<file path="config.mk">
export PLATFORM = sky130hd
export DESIGN_NAME = pixel_stream_to_axis
export DESIGN_NICKNAME = d
export VERILOG_FILES = /design/src/rtl/pixel_stream_to_axis.sv
export SDC_FILE = /design/constraint.sdc
export NUM_CORES = 1
export LEC_CHECK = 0
export CAP_MARGIN = 15
export CORE_UTILIZATION = 45
export CTS_CLUSTER_SIZE = 14
export DETAILED_ROUTE_END_ITERATION = 8
export HOLD_SLACK_MARGIN = 0.06
export PLACE_DENSITY = 0.59
export SLEW_MARGIN = 10
export SYNTH_ARGS = -nofsm -noshare
export SYNTH_HDL_FRONTEND = slang
export SYNTH_SLANG_ARGS = --single-unit
</file>
<file path="constraint.sdc">
create_clock -name clk -period 5.9 [get_ports clk]
set_input_delay 1.18 -clock clk [delete_from_list [all_inputs] [get_ports clk]]
set_output_delay 1.18 -clock clk [all_outputs]
set_load 0.01 [all_outputs]
</file>
<file path="src/rtl/pixel_stream_to_axis.sv">
// Converts a valid-only pixel stream (frame_start / line_end sideband) into AXI4-Stream video.
// Latency: a pixel written in cycle N is presented on m_axis_* in cycle N+1 (first-word fall-through).
// Backpressure: the source cannot be stalled. A full FIFO drops the pixel, sets overflow and resyncs on the next frame start.
// Optional build macro: PIXEL_STREAM_AXIS_STATS_EN enables frame_count / drop_count.
module pixel_stream_to_axis #(
  parameter int DATA_WIDTH = 24,
  parameter int FIFO_DEPTH = 16
) (
  input  logic                  clk,
  input  logic                  resetn,
  input  logic [DATA_WIDTH-1:0] data_in,
  input  logic                  frame_start_in,
  input  logic                  line_end_in,
  input  logic                  data_enable_in,
  output logic [DATA_WIDTH-1:0] m_axis_tdata,
  output logic                  m_axis_tvalid,
  input  logic                  m_axis_tready,
  output logic                  m_axis_tuser,
  output logic                  m_axis_tlast,
  output logic                  overflow,
  input  logic                  overflow_clear,
  output logic [15:0]           frame_count,
  output logic [15:0]           drop_count
);

  localparam int AW = $clog2(FIFO_DEPTH);
  localparam int EW = DATA_WIDTH + 2;
  localparam logic [AW:0] DEPTH_C = (AW+1)'(FIFO_DEPTH);

  typedef enum logic [1:0] {
    ST_SYNC = 2'd0,
    ST_RUN  = 2'd1,
    ST_DROP = 2'd2
  } state_t;

  state_t          state_q, state_d;
  logic [EW-1:0]   mem_q [FIFO_DEPTH];
  logic [AW-1:0]   wr_ptr_q, wr_ptr_d;
  logic [AW-1:0]   rd_ptr_q, rd_ptr_d;
  logic [AW:0]     count_q, count_d;
  logic            overflow_q, overflow_d;

  logic            full;
  logic            pop;
  logic            want;
  logic            push;
  logic            ovf_evt;
  logic [EW-1:0]   head;

  // FIFO status and the per-cycle write/pop/overflow decisions.
  // A full FIFO still accepts a pixel when the head is popped in the same cycle.
  always_comb begin
    full    = (count_q == DEPTH_C);
    pop     = m_axis_tvalid & m_axis_tready;
    want    = data_enable_in & ((state_q == ST_RUN) | frame_start_in);
    push    = want & (~full | pop);
    ovf_evt = want & full & ~pop;
  end

  // Next-state logic: SYNC/DROP wait for a frame start that fits; RUN leaves only on overflow.
  always_comb begin
    state_d = state_q;
    case (state_q)
      ST_SYNC, ST_DROP: begin
        if (push) begin
          state_d = ST_RUN;
        end else if (ovf_evt) begin
          state_d = ST_DROP;
        end
      end
      ST_RUN: begin
        if (ovf_evt) begin
          state_d = ST_DROP;
        end
      end
      default: state_d = ST_SYNC;
    endcase
  end

  // State register.
  always_ff @(posedge clk or negedge resetn) begin
    if (!resetn) begin
      state_q <= ST_SYNC;
    end else begin
      state_q <= state_d;
    end
  end

  // Pointer and occupancy next-state; pointers wrap naturally at a power-of-two depth.
  always_comb begin
    wr_ptr_d = wr_ptr_q;
    rd_ptr_d = rd_ptr_q;
    count_d  = count_q;
    if (push) begin
      wr_ptr_d = wr_ptr_q + 1'b1;
    end
    if (pop) begin
      rd_ptr_d = rd_ptr_q + 1'b1;
    end
    case ({push, pop})
      2'b10:   count_d = count_q + 1'b1;
      2'b01:   count_d = count_q - 1'b1;
      default: count_d = count_q;
    endcase
  end

  // Pointer and occupancy registers.
  always_ff @(posedge clk or negedge resetn) begin
    if (!resetn) begin
      wr_ptr_q <= '0;
      rd_ptr_q <= '0;
      count_q  <= '0;
    end else begin
      wr_ptr_q <= wr_ptr_d;
      rd_ptr_q <= rd_ptr_d;
      count_q  <= count_d;
    end
  end

  // Storage; cleared on reset so the output bus reads zero out of reset.
  // When full, wr_ptr equals rd_ptr: the head is read from the old contents before the write lands.
  always_ff @(posedge clk or negedge resetn) begin
    if (!resetn) begin
      for (int i = 0; i < FIFO_DEPTH; i++) begin
        mem_q[i] <= '0;
      end
    end else if (push) begin
      mem_q[wr_ptr_q] <= {frame_start_in, line_end_in, data_in};
    end
  end

  // Head entry drives the stream directly from registers, so it holds while stalled.
  always_comb begin
    head          = mem_q[rd_ptr_q];
    m_axis_tvalid = (count_q != '0);
    m_axis_tdata  = head[DATA_WIDTH-1:0];
    m_axis_tlast  = head[DATA_WIDTH];
    m_axis_tuser  = head[DATA_WIDTH+1];
  end

  // Sticky overflow; a new overflow wins over a simultaneous clear.
  always_comb begin
    overflow_d = ovf_evt | (overflow_q & ~overflow_clear);
  end

  // Overflow flag register.
  always_ff @(posedge clk or negedge resetn) begin
    if (!resetn) begin
      overflow_q <= 1'b0;
    end else begin
      overflow_q <= overflow_d;
    end
  end

  assign overflow = overflow_q;

`ifdef PIXEL_STREAM_AXIS_STATS_EN
  logic [15:0] frame_cnt_q, frame_cnt_d;
  logic [15:0] drop_cnt_q, drop_cnt_d;
  logic        drop_evt;

  // Saturating statistics: frames written and pixels discarded for any reason.
  always_comb begin
    drop_evt   = data_enable_in & ~push;
    frame_cnt_d = frame_cnt_q;
    drop_cnt_d  = drop_cnt_q;
    if (push && frame_start_in && (frame_cnt_q != 16'hFFFF)) begin
      frame_cnt_d = frame_cnt_q + 16'd1;
    end
    if (drop_evt && (drop_cnt_q != 16'hFFFF)) begin
      drop_cnt_d = drop_cnt_q + 16'd1;
    end
  end

  // Statistics registers, cleared only by reset.
  always_ff @(posedge clk or negedge resetn) begin
    if (!resetn) begin
      frame_cnt_q <= '0;
      drop_cnt_q  <= '0;
    end else begin
      frame_cnt_q <= frame_cnt_d;
      drop_cnt_q  <= drop_cnt_d;
    end
  end

  assign frame_count = frame_cnt_q;
  assign drop_count  = drop_cnt_q;
`else
  assign frame_count = 16'd0;
  assign drop_count  = 16'd0;
`endif

endmodule

</file>
Word level (Yosys, flattened, before mapping)
Index checks and enable logic that the tools add are counted.
Word-level totals
  output and inout port bits: 60
  word-level logic and storage cells: 62
  input bits: 31
  register bits after elaboration: 432
Cells by class
  mux-type cells: 10
  bitwise operators: 14
  eq/ne operators: 5
  reduce and logical (&&, ||, !) cells: 5
  magnitude comparators: 3
  $add $sub $neg: 4
Operator list (count)
  416-bit bitwise mux: 1
  26-bit binary-select mux with 4-bit select: 1
  26-bit demux with 4-bit select: 1
  26-bit two-way mux: 3
  5-bit greater-or-equal comparator (second input constant): 2
  4-bit NOT with 5-bit output: 2
  5-bit case mux with 2 select lines: 1
  4-bit by 1-bit adder with 4-bit output (second input constant): 2
  1-bit bitwise AND: 6
  5-bit by 1-bit adder with 5-bit output (second input constant): 1
  5-bit == test (second input constant): 1
  5-bit by 1-bit less-than comparator with 1-bit output (second input constant): 1
  5-bit nonzero test: 1
  5-bit by 1-bit subtractor with 5-bit output (second input constant): 1
  2-bit by 1-bit == test with 1-bit output (second input constant): 2
  2-bit == test (second input constant): 2
  2-bit two-way mux: 2
  2-bit case mux with 2 select lines: 1
  1-bit NOT: 3
  1-bit bitwise OR: 3
  2-bit logical NOT: 1
  2-bit nonzero test: 1
  2-bit OR reduction: 1
  1-bit logical AND: 1

Logic depth before layout (Yosys ltp)
  word-level depth: 8
  depth in mapped cells: 11
  mapped depth without buffers: 10

Worst setup path after synthesis
No wires, ideal clock.
  path type: in2reg
  from: in m_axis_tready
  to: reg count_q[4]
  required time: 5.777 ns
  buffers on the path: 1
  setup slack: 2.301 ns
  setup time: 0.123 ns
  stages: 11
  data arrival time: 3.476 ns
  path through: nand2b_1 -> o221a_4 -> clkinv_1 -> ha_1 -> clkbuf_1 -> xor2_1 -> ha_1 -> o21ai_0 -> or4b_2 -> o311a_1 -> xnor2_1
Between the ends
  word-level cells in the longest chain between the ends: 5
  elaborated cells on any way between the ends: 7
  classes of those cells: 2 x eq/ne; 1 x mux; 3 x bitwise; 1 x reduce/logical
RTL lines
  start, declared: RTL line 17  | input logic m_axis_tready,
  1-bit bitwise AND (*): RTL line 54  | pop = m_axis_tvalid & m_axis_tready;
  1-bit bitwise OR: RTL line 56  | push = want & (~full | pop);
  1-bit bitwise AND: RTL line 56
  2-bit by 1-bit == test with 1-bit output or 2-bit == test (tied branches): RTL line 100  | case ({push, pop})
  5-bit case mux with 2 select lines or 2-bit nonzero test (tied branches)
  end signal, assigned: RTL line 116  | count_q <= count_d;
  end, declared: RTL line 40  | logic [AW:0] count_q, count_d;
Every way passes the cells marked *; elsewhere a longest branch is shown, timed or not.
A chain may end at the register's enable or synchronous reset.

Final worst setup path
  from: reg rd_ptr_q[1]
  to: out m_axis_tdata[16]
Between the ends
  word-level cells in the longest chain between the ends: 4
RTL lines
  start, declared: RTL line 39  | logic [AW-1:0] rd_ptr_q, rd_ptr_d;
  start signal, assigned: RTL line 115  | rd_ptr_q <= rd_ptr_d;
  4-bit NOT with 5-bit output (implied by the code): RTL line 134  | head = mem_q[rd_ptr_q];
  26-bit binary-select mux with 4-bit select: RTL line 134
  26-bit two-way mux (implied by the code) (2 in series): RTL line 134
  end, declared: RTL line 15  | output logic [DATA_WIDTH-1:0] m_axis_tdata,
No other way between the ends. The select of a mux whose other input is x is not followed.

==> impl_metrics.toml <==
[clock_network]
cts_setup_buffers = 0
clk_root_buffer_cell = "clkbuf_16"
clk_pin_slew_ps = 60
h-tree-depth = 2
cts_resized = 0
cts_tree = "done"
cts_buffers = 48
hold_buffers = 0
clk_path_buf_depth = 3
cts_sinks = 432
clk_latency_ps = 570

[placed_design]
dp_slack_ps = 1026
dp.cells = 1836
placement.cell_area_sq_um = 21390
place_congestion = 0.7156
place_hpwl_microns = 24840
io_buffers = 58

[layout]
diodes = 0
area_growth_pct = 10.88
fin_area_sq_um = 22980
layout-drive-gt1-share = 0.4890
fin_cells = 1923
utilization = 0.5065
final_nets = 1326

[floorplanning]
core_area_sq_um = 45380
die_h_microns = 216.6
die_w_microns = 216.6
die_area_sq_um = 46930
start_util = 0.4568
rows = 78
ioPinCount = 91

[sta]
finalCriticalPeriod_ps = 4380
min_period_over_period = 0.7424
fin_tns_setup_ps = 0
slew_headroom = 0.2560
rsz0062_at_grt = "no"
clock_skew_ps = 14.43
layout_setup_ws_ps = 1520
worstMarginPinSlew_ps = 1114
hold_violations = 0
setup_viol = 0
fmax_mhz = 228.3
whs_ps = 487.7
report.final.slew_viol_count = 0

[worst_setup_path]
worstPathMaxFanout = 57
cp_slowest_cell = "dfrtp_4"
cp.arrival_ps = 3200
path_buf_inv = 2
cp_top_family = "flip-flops"
max_stage_delay_ps = 1020
end_kind = "primary output"
cp.required_ps = 4720
worstSetupPathType = "reg2out"
start_kind = "flip-flop"
crit_chain = "buf_12 > mux4_2 > a22oi_1 > nand2_1 > clkdlybuf4s50_1"

[route]
drc_errors = 0
routed_wl_microns = 46440
drtPass1Iterations = 4
routedWlPerCell_microns = 24.15
ant_nets = 0
via_count = 10780
routed_via_density = 5.607
dr.first_iter.drc_count = 653

[synthesis]
yosysSeqAreaShare = 0.5215
async_flop_share = 1.000
synthDistinctLibCells = 47
synth_top_area_share = 0.5215
synthCells = 1264
syn_avg_cell_area_sq_um = 16.40
synth_warnings = 0
syn_area_sq_um = 20730
yosys.area.top_type = "dfrtp_1"
synth_edf_count = 0
synthFlopType = "dfrtp_1"
synth_seq_cells = 432
yosys-top-cells-area = "dfrtp_1, mux2_2, mux2_4, mux4_2, a22oi_1"

[pwr]
ir_drop_mv = 0.2996
p_total_mw = 13.24
p_leak_nw = 10.10
power_per_cell_area_nw_per_um2 = 575.9

[global_routing]
grtUsageMet3 = 0.02835
grt_usage = 0.2064
grt_max_degree = 163
grt_pass1_vias = 11700
overflow = 0
use_met2 = 0.3394
antenna_found_initial = 0
busiest_layer = "met2"
grt_pass1_wl_microns = 73040
use_met1 = 0.2843

[run]
drv_cap = 0

[status]
status = "finished clean"

[worst_hold_path]
holdCritPathClass = "reg2reg"
==> cells in the final DEF, fill, tap and decap left out, drive strengths merged, types with 8 or more instances in the layout <==
cell | Yosys | final
and3 | 9 | 9
clkinv | 1 | 15
clkbuf | 53 | 69
clkdlybuf4s50 | 0 | 57
nor2 | 9 | 9
buf | 86 | 23
nand3 | 8 | 8
a22oi | 52 | 52
dfrtp | 432 | 432
ha | 9 | 9
mux2 | 418 | 418
nand2 | 29 | 29
mux4 | 104 | 104
conb | 1 | 32
==> sequential cells by signal, indices dropped and copies added, names as in the netlist <==
name / count
rd_ptr_q: 4
state_q: 2
count_q: 5
wr_ptr_q: 4
overflow: 1
mem_q: 416
==> worst register-to-register path, cell delays in order (launching register included) <==
cell and delay [ps]:
dfrtp_1 440, or4_4 570, o221a_4 410, clkinv_1 260, ha_1 420, xor2_1 210
ha_1 220, o21ai_0 110, or4b_2 620, o311a_1 150, xnor2_1 130
==> routing by layer <==
layer  vias to the layer above  part of all wire
li1                       4655                 -
met1                      5897              0.45
met2                       163              0.49
met3                        67             0.035
met4                         0             0.023
met5                         -                 0
==> synth_stat cells (6+ instances only) <==
cell / instances
a22oi_1: 52
clkbuf_1: 52
mux2_2: 253
mux4_2: 104
nand2_1: 29
and3_1: 8
buf_6: 26
buf_2: 8
mux2_4: 160
xnor2_1: 7
ha_1: 9
dfrtp_1: 432
buf_12: 14
buf_4: 33
nor2b_1: 6
==> cell families (layout without fill, tap and decap cells) <==
logic type      Yosys count  after routing  synth area share
simple gates             74             74           0.02107
buf+inv                 145            173           0.05318
xor+xnor                 11             11          0.004648
fa+ha+maj                 9              9          0.005433
other cells               1             32         0.0001809
mux                     522            522            0.3690
compound gates           70             70           0.02493
flops                   432            432            0.5215
==> final timing paths <==
check,startpoint,end,slack (ps),cells past startpoint
min in group asynchronous,resetn,count_q[0]$_DFFE_PN0P_,670,1
max reg2reg,count_q[2]$_DFFE_PN0P_,count_q[4]$_DFFE_PN0P_,2240,10
max in group asynchronous,resetn,mem_q[215]$_DFFE_PN0P_,3820,2
min,mem_q[389]$_DFFE_PN0P_,mem_q[389]$_DFFE_PN0P_,490,1
max,rd_ptr_q[1]$_DFFE_PN0P_,m_axis_tdata[16],1520,5
min reg2reg,mem_q[389]$_DFFE_PN0P_,mem_q[389]$_DFFE_PN0P_,490,1
==> where the power goes <==
part           internal [mW]  switching (mW)
clock                   1.79            1.20
sequential              4.35           0.842
combinational           3.13            1.92
==> cell type report <==
type | instances | area, sq um
well taps | 600 | 750.7
clock inverters | 18 | 145.1
fillers | 3757 | 22400
inverters | 6 | 22.52
clock buffers | 69 | 1451
repair buffers | 80 | 813.3
flip-flops and latches | 432 | 10820
multi-input cells | 718 | 8984
Note: power is estimated with default switching activity, not from simulation.
